==> config.mk <==
export PLATFORM = sky130hd
export DESIGN_NAME = mem_ctrl
export DESIGN_NICKNAME = d
export VERILOG_FILES = /design/src/rtl/mem_ctrl_pkg.sv /design/src/rtl/mem_wait_cnt.sv /design/src/rtl/mem_ctrl.sv
export SDC_FILE = /design/constraint.sdc
export NUM_CORES = 1
export LEC_CHECK = 0
export ABC_AREA = 1
export CORE_MARGIN = 4
export CORE_UTILIZATION = 45
export CTS_BUF_LIST = sky130_fd_sc_hd__clkbuf_4
export CTS_CLUSTER_DIAMETER = 80
export DETAILED_ROUTE_END_ITERATION = 16
export GPL_TIMING_DRIVEN = 0
export HOLD_SLACK_MARGIN = 0.02
export PLACE_DENSITY = 0.88
export REMOVE_ABC_BUFFERS = 1
export SYNTH_ARGS = -nofsm -noshare
export SYNTH_HDL_FRONTEND = slang
export SYNTH_SLANG_ARGS = --single-unit
==> constraint.sdc <==
create_clock -name clk -period 2.4 [get_ports clk]
set_input_delay 0.24 -clock clk [delete_from_list [all_inputs] [get_ports clk]]
set_output_delay 0.24 -clock clk [all_outputs]
set_load 0.03 [all_outputs]
==> src/rtl/mem_ctrl_pkg.sv <==
`default_nettype none
// ============================================================================
// Module   : mem_ctrl_pkg
// Brief    : Shared state encoding, op encoding and wait-counter width for mem_ctrl.
// Revision : 1.0
// ============================================================================
package mem_ctrl_pkg;

    localparam int WAIT_W = 4;

    localparam logic [2:0] IDLE    = 3'd0;
    localparam logic [2:0] SETUP   = 3'd1;
    localparam logic [2:0] ACCESS  = 3'd2;
    localparam logic [2:0] CAPTURE = 3'd3;
    localparam logic [2:0] RELEASE = 3'd4;
    localparam logic [2:0] DONE    = 3'd5;

    localparam logic OP_RD = 1'b0;
    localparam logic OP_WR = 1'b1;

endpackage
`default_nettype wire

==> src/rtl/mem_wait_cnt.sv <==
`default_nettype none
// ============================================================================
// Module   : mem_wait_cnt
// Brief    : Load / decrement down-counter with zero flag, used for the ACCESS dwell.
// Revision : 1.0
// ============================================================================
module mem_wait_cnt
    import mem_ctrl_pkg::*;
#(
    parameter int WIDTH = WAIT_W
) (
    input  logic             clk,
    input  logic             clr,
    input  logic             i_load,
    input  logic [WIDTH-1:0] i_load_val,
    input  logic             i_dec,
    output logic [WIDTH-1:0] o_count,
    output logic             o_zero
);

    logic [WIDTH-1:0] r_count;

    always_ff @(posedge clk or posedge clr) begin
        if (clr) begin
            r_count <= '0;
        end else if (i_load) begin
            r_count <= i_load_val;
        end else if (i_dec && (r_count != '0)) begin
            r_count <= r_count - 1'b1;
        end
    end

    assign o_count = r_count;
    assign o_zero  = (r_count == '0);

endmodule
`default_nettype wire

==> src/rtl/mem_ctrl.sv <==
`default_nettype none
// ============================================================================
// Module   : mem_ctrl
// Brief    : MAR/MDR owner and RAM strobe sequencer (SETUP/ACCESS/CAPTURE|RELEASE/DONE).
// Revision : 1.0
// ============================================================================
module mem_ctrl
    import mem_ctrl_pkg::*;
#(
    parameter int ADDR_W      = 9,
    parameter int DATA_W      = 32,
    parameter int WAIT_CYCLES = 1
) (
    input  logic              clk,
    input  logic              clr,
    input  logic [DATA_W-1:0] BusMuxOut,
    input  logic              MARin,
    input  logic              MDRin,
    input  logic              start_rd,
    input  logic              start_wr,
    input  logic [DATA_W-1:0] Mdatain,
    output logic [ADDR_W-1:0] address,
    output logic [DATA_W-1:0] mem_wdata,
    output logic              read,
    output logic              write,
    output logic [DATA_W-1:0] MDRout_data,
    output logic              busy,
    output logic              done,
    output logic              protocol_err
);

    localparam logic [WAIT_W-1:0] c_wait_load = WAIT_W'(WAIT_CYCLES);

    logic [2:0]        r_state;
    logic [2:0]        w_next;
    logic              r_op;
    logic [ADDR_W-1:0] r_mar;
    logic [DATA_W-1:0] r_mdr;
    logic              r_read;
    logic              r_write;
    logic              r_busy;
    logic              r_done;
    logic              r_perr;
    logic              w_start_one;
    logic              w_wait_zero;
    logic [WAIT_W-1:0] w_wait_count;

    assign w_start_one = start_rd ^ start_wr;

    mem_wait_cnt #(
        .WIDTH (WAIT_W)
    ) u_wait_cnt (
        .clk        (clk),
        .clr        (clr),
        .i_load     (r_state == SETUP),
        .i_load_val (c_wait_load),
        .i_dec      (r_state == ACCESS),
        .o_count    (w_wait_count),
        .o_zero     (w_wait_zero)
    );

    always_comb begin
        w_next = r_state;
        case (r_state)
            IDLE:    if (w_start_one) w_next = SETUP;
            SETUP:   w_next = ACCESS;
            ACCESS:  if (w_wait_zero) w_next = (r_op == OP_RD) ? CAPTURE : RELEASE;
            CAPTURE: w_next = DONE;
            RELEASE: w_next = DONE;
            DONE:    w_next = IDLE;
            default: w_next = IDLE;
        endcase
    end

    // Strobes and flags are decoded from the next state so they are registered yet align with it.
    always_ff @(posedge clk or posedge clr) begin
        if (clr) begin
            r_state <= IDLE;
            r_op    <= OP_RD;
            r_mar   <= '0;
            r_mdr   <= '0;
            r_read  <= 1'b0;
            r_write <= 1'b0;
            r_busy  <= 1'b0;
            r_done  <= 1'b0;
            r_perr  <= 1'b0;
        end else begin
            r_state <= w_next;
            if (r_state == IDLE) begin
                if (MARin)       r_mar <= BusMuxOut[ADDR_W-1:0];
                if (MDRin)       r_mdr <= BusMuxOut;
                if (w_start_one) r_op  <= start_wr ? OP_WR : OP_RD;
                r_perr <= start_rd & start_wr;
            end else begin
                r_perr <= start_rd | start_wr;
            end
            if (r_state == CAPTURE) r_mdr <= Mdatain;
            r_read  <= ((w_next == ACCESS) && (r_op == OP_RD)) || (w_next == CAPTURE);
            r_write <= (w_next == ACCESS) && (r_op == OP_WR);
            r_busy  <= (w_next != IDLE);
            r_done  <= (w_next == DONE);
        end
    end

    assign address      = r_mar;
    assign mem_wdata    = r_mdr;
    assign MDRout_data  = r_mdr;
    assign read         = r_read;
    assign write        = r_write;
    assign busy         = r_busy;
    assign done         = r_done;
    assign protocol_err = r_perr;

endmodule
`default_nettype wire

==> results.toml <==
[outcome]
status = "complete, no violations"

[setup_path]
cp.buffers_inverters = 1
critical-path-top-delay-family = "simple AND/OR/NAND/NOR gates"
path_common_cell = "nand2_1"
cp_data_required_time_ns = 2.70
worstSetupPathType = "reg2reg"
r2r_cells = 5
timing.rr.end = "MDRout_data[13]"
arrival_ns = 2.44
crit_path_cell_trace = "inv_2, nand3_4, nand2_8, nand2_1, nand2_1"
crit_path_end_kind = "flop"
crit_slowest_cell = "nand3_4"
crit_fanout = 97
timing.reg2reg.setup_slack_ns = 0.26
rr_startpoint = "r_state[2]"
critPathMaxStageDelay_ns = 0.71
start_kind = "flop"

[grt]
grt_util_all_layers_pct = 19.2
grt_max_degree = 98
first_global_vias = 2593
grt-ovfl-total = 0
antenna_found_initial = 0
grt_pass1_wl_mm = 12.1

[logic_synthesis]
ys_ff_latch = 54
synth.most_common_cell = "nand2_1"
synth_top_area_cell = "dfrtp_1"
synthTopCellsByCount = "131 x nand2_1, 54 x dfrtp_1, 51 x nand3_1"
ys.warnings.count = 0
synthCells = 395
yosysSeqAreaShare_pct = 45.1
synth_top_area_share_pct = 45.1
syn-cell-area_sq_um = 3000
ys_top_cells_by_area = "dfrtp_1 45%, nand2_1 16%, nand3_1 8.5%, buf_4 8.0%, inv_1 5.8%"
synthArstFlopShare_pct = 100
avgSynthCellArea_sq_um = 7.58
ys.flop_type = "dfrtp_1"
synth_edf_count = 0
ys_types = 21

[power]
p_per_area_nw_per_um2 = 1400
vdd_ir_drop_max_v = 0.000848
leakagePower_nw = 2.17

[layout]
seq_area_sq_um = 1350
multiInputGateArea_sq_um = 1100
n_fill_cell = 548
n_antenna_cell = 0
fin_nets = 572
syn_to_final_growth_pct = 42.8
drive_gt1_share_pct = 3.41

[timing]
worstMarginPinSlew_ns = 0.987
setup_slack_ns = 0.257
rsz0062_at_grt = "no"
min_period_over_period_pct = 89.3
hold_viol = 0
max_freq_mhz = 467
fin_hold_ws_ns = 0.184
max_slew_margin_pct = 34.2
finClkSkew_ns = 0.0175
setup_viol = 0
fin_crit_ns = 2.14
final_max_slew_viol_count = 0

[detailed_routing]
ant_nets = 0
via_count = 2844
via_per_inst = 4.94
drt-initial-drc-count = 93
drc = 0
firstDrtPassIters = 4
finalWirelength_mm = 7.84
post_drt_wl_per_cell_microns = 13.6

[cts]
cts_buffers = 5
clock_latency_ns = 0.37
cts.clk_slew.worst_paths_ns = 0.15
clock_path_buffers = 2
cts_tree = "done"
hold_buffers = 0
cts_htree_levels = 2
cts-root-buf = "clkbuf_4"
clock-sinks = 54

[floorplan]
pin_count = 148
dieHeight_microns = 89.6
dieArea_sq_um = 8030
fp.dieW_microns = 89.6
rows = 29
coreArea_sq_um = 6420
start_util_pct = 46.6

[placement]
port_buffers = 147
routabilityCongestion = 0.794
dpl_worst_slack_ns = 0.110
hpwl_mm = 5.88

[min_path]
min_path_type = "in2async"

[job]
cap_violations = 0
[registers in the layout (all words and copies together) (netlist names)]
| register | cells |
|---|---|
| protocol_err | 1 |
| read | 1 |
| done | 1 |
| write | 1 |
| r_state | 3 |
| MDRout_data | 32 |
| address | 9 |
| busy | 1 |
| u_wait_cnt.o_count | 4 |
| r_op | 1 |
[routing by layer]
layer	wire length, microns	vias to the layer above	part of all wire [%]	global-route usage [%]
met3	693	8	8.8	4.93
met2	4000	104	51	34.0
met5	0	-	0	0
met4	50	0	0.64	3.25
li1	-	1398	-	-
met1	3100	1334	40	24.0
[stage by stage]
stage | util (%) | instance area (sq um) | TNS (ns) | cells | total power [W]
after floorplan | - | 2630 | 0 | 343 | 0.00391
after global placement | 65.3 | 4200 | -8.17 | 567 | 0.00552
after detailed placement | 65.6 | 4220 | 0 | 568 | 0.00566
after CTS | 66.5 | 4270 | 0 | 576 | 0.00606
after global routing | 66.6 | 4280 | 0 | 576 | 0.00642
final | 66.6 | 4280 | 0 | 576 | 0.00600
[area by class of cell]
type,instances,area share (%)
Clock buffer,6,1.05
Clock inverter,2,0.205
Inverter,49,4.30
Multi-Input combinational cell,240,25.7
Sequential cell,54,31.6
Tap cell,77,2.25
Timing Repair Buffer,148,34.9
[worst max-delay path by stage]
stage                       to  depth (start not counted)  slack [ns]       start
2_1_floorplan   MDRout_data[0]                          5        0.69  r_state[2]
3_3_place_gp   MDRout_data[17]                          2       -0.15         clr
3_5_place_dp   MDRout_data[15]                          5        0.11  r_state[2]
4_1_cts        MDRout_data[15]                          5        0.07  r_state[2]
5_1_grt         MDRout_data[9]                          5        0.01  r_state[2]
6_report       MDRout_data[13]                          5        0.26  r_state[2]
[kinds of logic (layout without fill, tap and decap cells)]
logic type,count (synthesis),in the layout,share of synthesized area [%]
xor gates and xnor gates,1,1,0.292
adders and majority gates,4,4,1.67
DFF,54,54,45.1
and+or+nand+nor,197,197,28.0
AOI/OAI and AO/OA,38,38,6.47
buffers and inverters,101,205,18.4
[power by group]
part	total [W]	leakage (nW)	switching [W]	internal [W]
Combinational	0.00393	1.46	0.00241	0.00153
Sequential	0.00168	0.670	0.000341	0.00134
Clock	0.000393	0.0331	0.000271	0.000122
Total	0.00600	2.17	0.00302	0.00299
[cells in the final DEF, fill, tap and decap left out]
master           Yosys  routed
dfrtp_1             54      54
inv_2                3       4
nand3_4              1       1
nand2_8              0       1
nor2_1               9       9
inv_1               46      45
clkbuf_4             0       6
o22ai_1              1       1
o21bai_1             1       1
nand2_1            131     131
clkinv_1             0       1
clkdlybuf4s50_1      0     147
nand2_2              2       2
ha_1                 4       4
o21ai_1             10      10
nand4_1              1       1
nor2_4               1       1
o21ai_0             26      26
xor2_1               1       1
nand3_1             51      51
buf_12               0       1
clkinv_2             0       1
[worst reg2reg max path, stage by stage, from the launching register on]
cell and delay, ns:
dfrtp_1 0.46, inv_2 0.14, nand3_4 0.71, nand2_8 0.58, nand2_1 0.11, nand2_1 0.08
[what timing repair did]
| item | CTS | global route |
|---|---|---|
| resized for setup | 0 | 1 |
| setup buffers | 0 | 0 |
| setup endpoints to repair | 0 | 32 |
No activity file was read; power rests on OpenSTA's default activity.
==> variant 1, RTL diff (same flow settings) <==
Change the parameter `DATA_W` from 32 to 24.
--- a/src/rtl/mem_ctrl.sv
+++ b/src/rtl/mem_ctrl.sv
@@ -8,7 +8,7 @@
     import mem_ctrl_pkg::*;
 #(
     parameter int ADDR_W      = 9,
-    parameter int DATA_W      = 32,
+    parameter int DATA_W      = 24,
     parameter int WAIT_CYCLES = 1
 ) (
     input  logic              clk,
Ports: changed (resized BusMuxOut, MDRout_data, Mdatain and mem_wdata); port bits go from 148 to 116. The function was not compared with the original's and may differ.
==> variant 1 against the unedited design <==
- synthesized cell count shrank 16%
- sequential cell count fell by 8
- routed wire length shrank 12%
- cell area fell by 16%
- power down 13%
- clock skew grew 0.0040 ns
- synthesized area down 14%
- worst setup slack better by 0.063 ns
- via count decreased by 14%
- critical path depth shrank 1
==> variant 1: results (changes against the unedited design) <==
yosysUniqueCellTypes: 20  # was 21
max_stage_delay_ns: 0.82  # was 0.71 ns
synth_compound_area_share_pct: 1.03  # was 6.47%
dp_slack_ns: -0.121  # was 0.110 ns
reg2reg_depth: 4  # was 5
synthTopCellsByCount: "nand2_1 (134), nand3_1 (67), dfrtp_1 (46)"  # was nand2_1 (131), dfrtp_1 (54), nand3_1 (51)
p_int_mw: 2.62  # was 2.99 mW
crit_fanout: 49  # was 97
irDropWorstVdd_mv: 0.693  # was 0.848 mV
arrival_ns: 2.38  # was 2.44 ns
gp_congestion: 0.797  # was 0.794
fin_hold_ws_ns: 0.119  # was 0.184 ns
outcome: "finished clean"  # unchanged
portBuffers: 115  # was 147
r2r_setup_slack_ns: 0.32  # was 0.26 ns
yosysSeqAreaShare_pct: 44.9  # was 45.1%
wirelength_mm: 6.88  # was 7.84 mm
placed_area_sq_um: 3520  # was 4220 sq um
p_total_mw: 5.24  # was 6.00 mW
r2r_end: "MDRout_data[15]"  # was MDRout_data[13]
p_leak_nw: 1.78  # was 2.17 nW
synth_xor_area_share_pct: 0.342  # was 0.292%
synth.area.top_cells: "dfrtp_1 (45%), nand2_1 (20%), nand3_1 (13%)"  # was dfrtp_1 (45%), nand2_1 (16%), nand3_1 (8.5%)
synth_adder_area_share_pct: 1.95  # was 1.67%
p_comb_mw: 3.26  # was 3.93 mW
-- variant 1: metal layers --
| metal | track usage (%) | part of all wire, % | wire length [microns] | vias to the layer above |
|---|---|---|---|---|
| met1 | 24.4 | 42 | 2900 | 1142 |
| met5 | 0 | 0 | 0 | - |
| met2 | 35.4 | 50 | 3460 | 88 |
| li1 | - | - | - | 1192 |
| met4 | 4.82 | 1.2 | 81 | 0 |
| met3 | 4.76 | 6.2 | 429 | 11 |
-- variant 1: cell type report --
| cell class | count | area [sq um] |
|---|---|---|
| Fill cell | 441 | 1900 |
| Timing Repair Buffer | 116 | 1170 |
| Sequential cell | 46 | 1150 |
| Multi-Input combinational cell | 228 | 1040 |
| Tap cell | 72 | 90.1 |
| Inverter | 17 | 63.8 |
| Clock buffer | 6 | 45.0 |
| Clock inverter | 2 | 37.5 |
-- variant 1: what timing repair did --
item | in CTS | in global routing
endpoints found under the hold margin | 0 | 0
endpoints found under the setup margin | 24 | 0
gates resized for setup | 1 | 0
hold buffers | 0 | 0
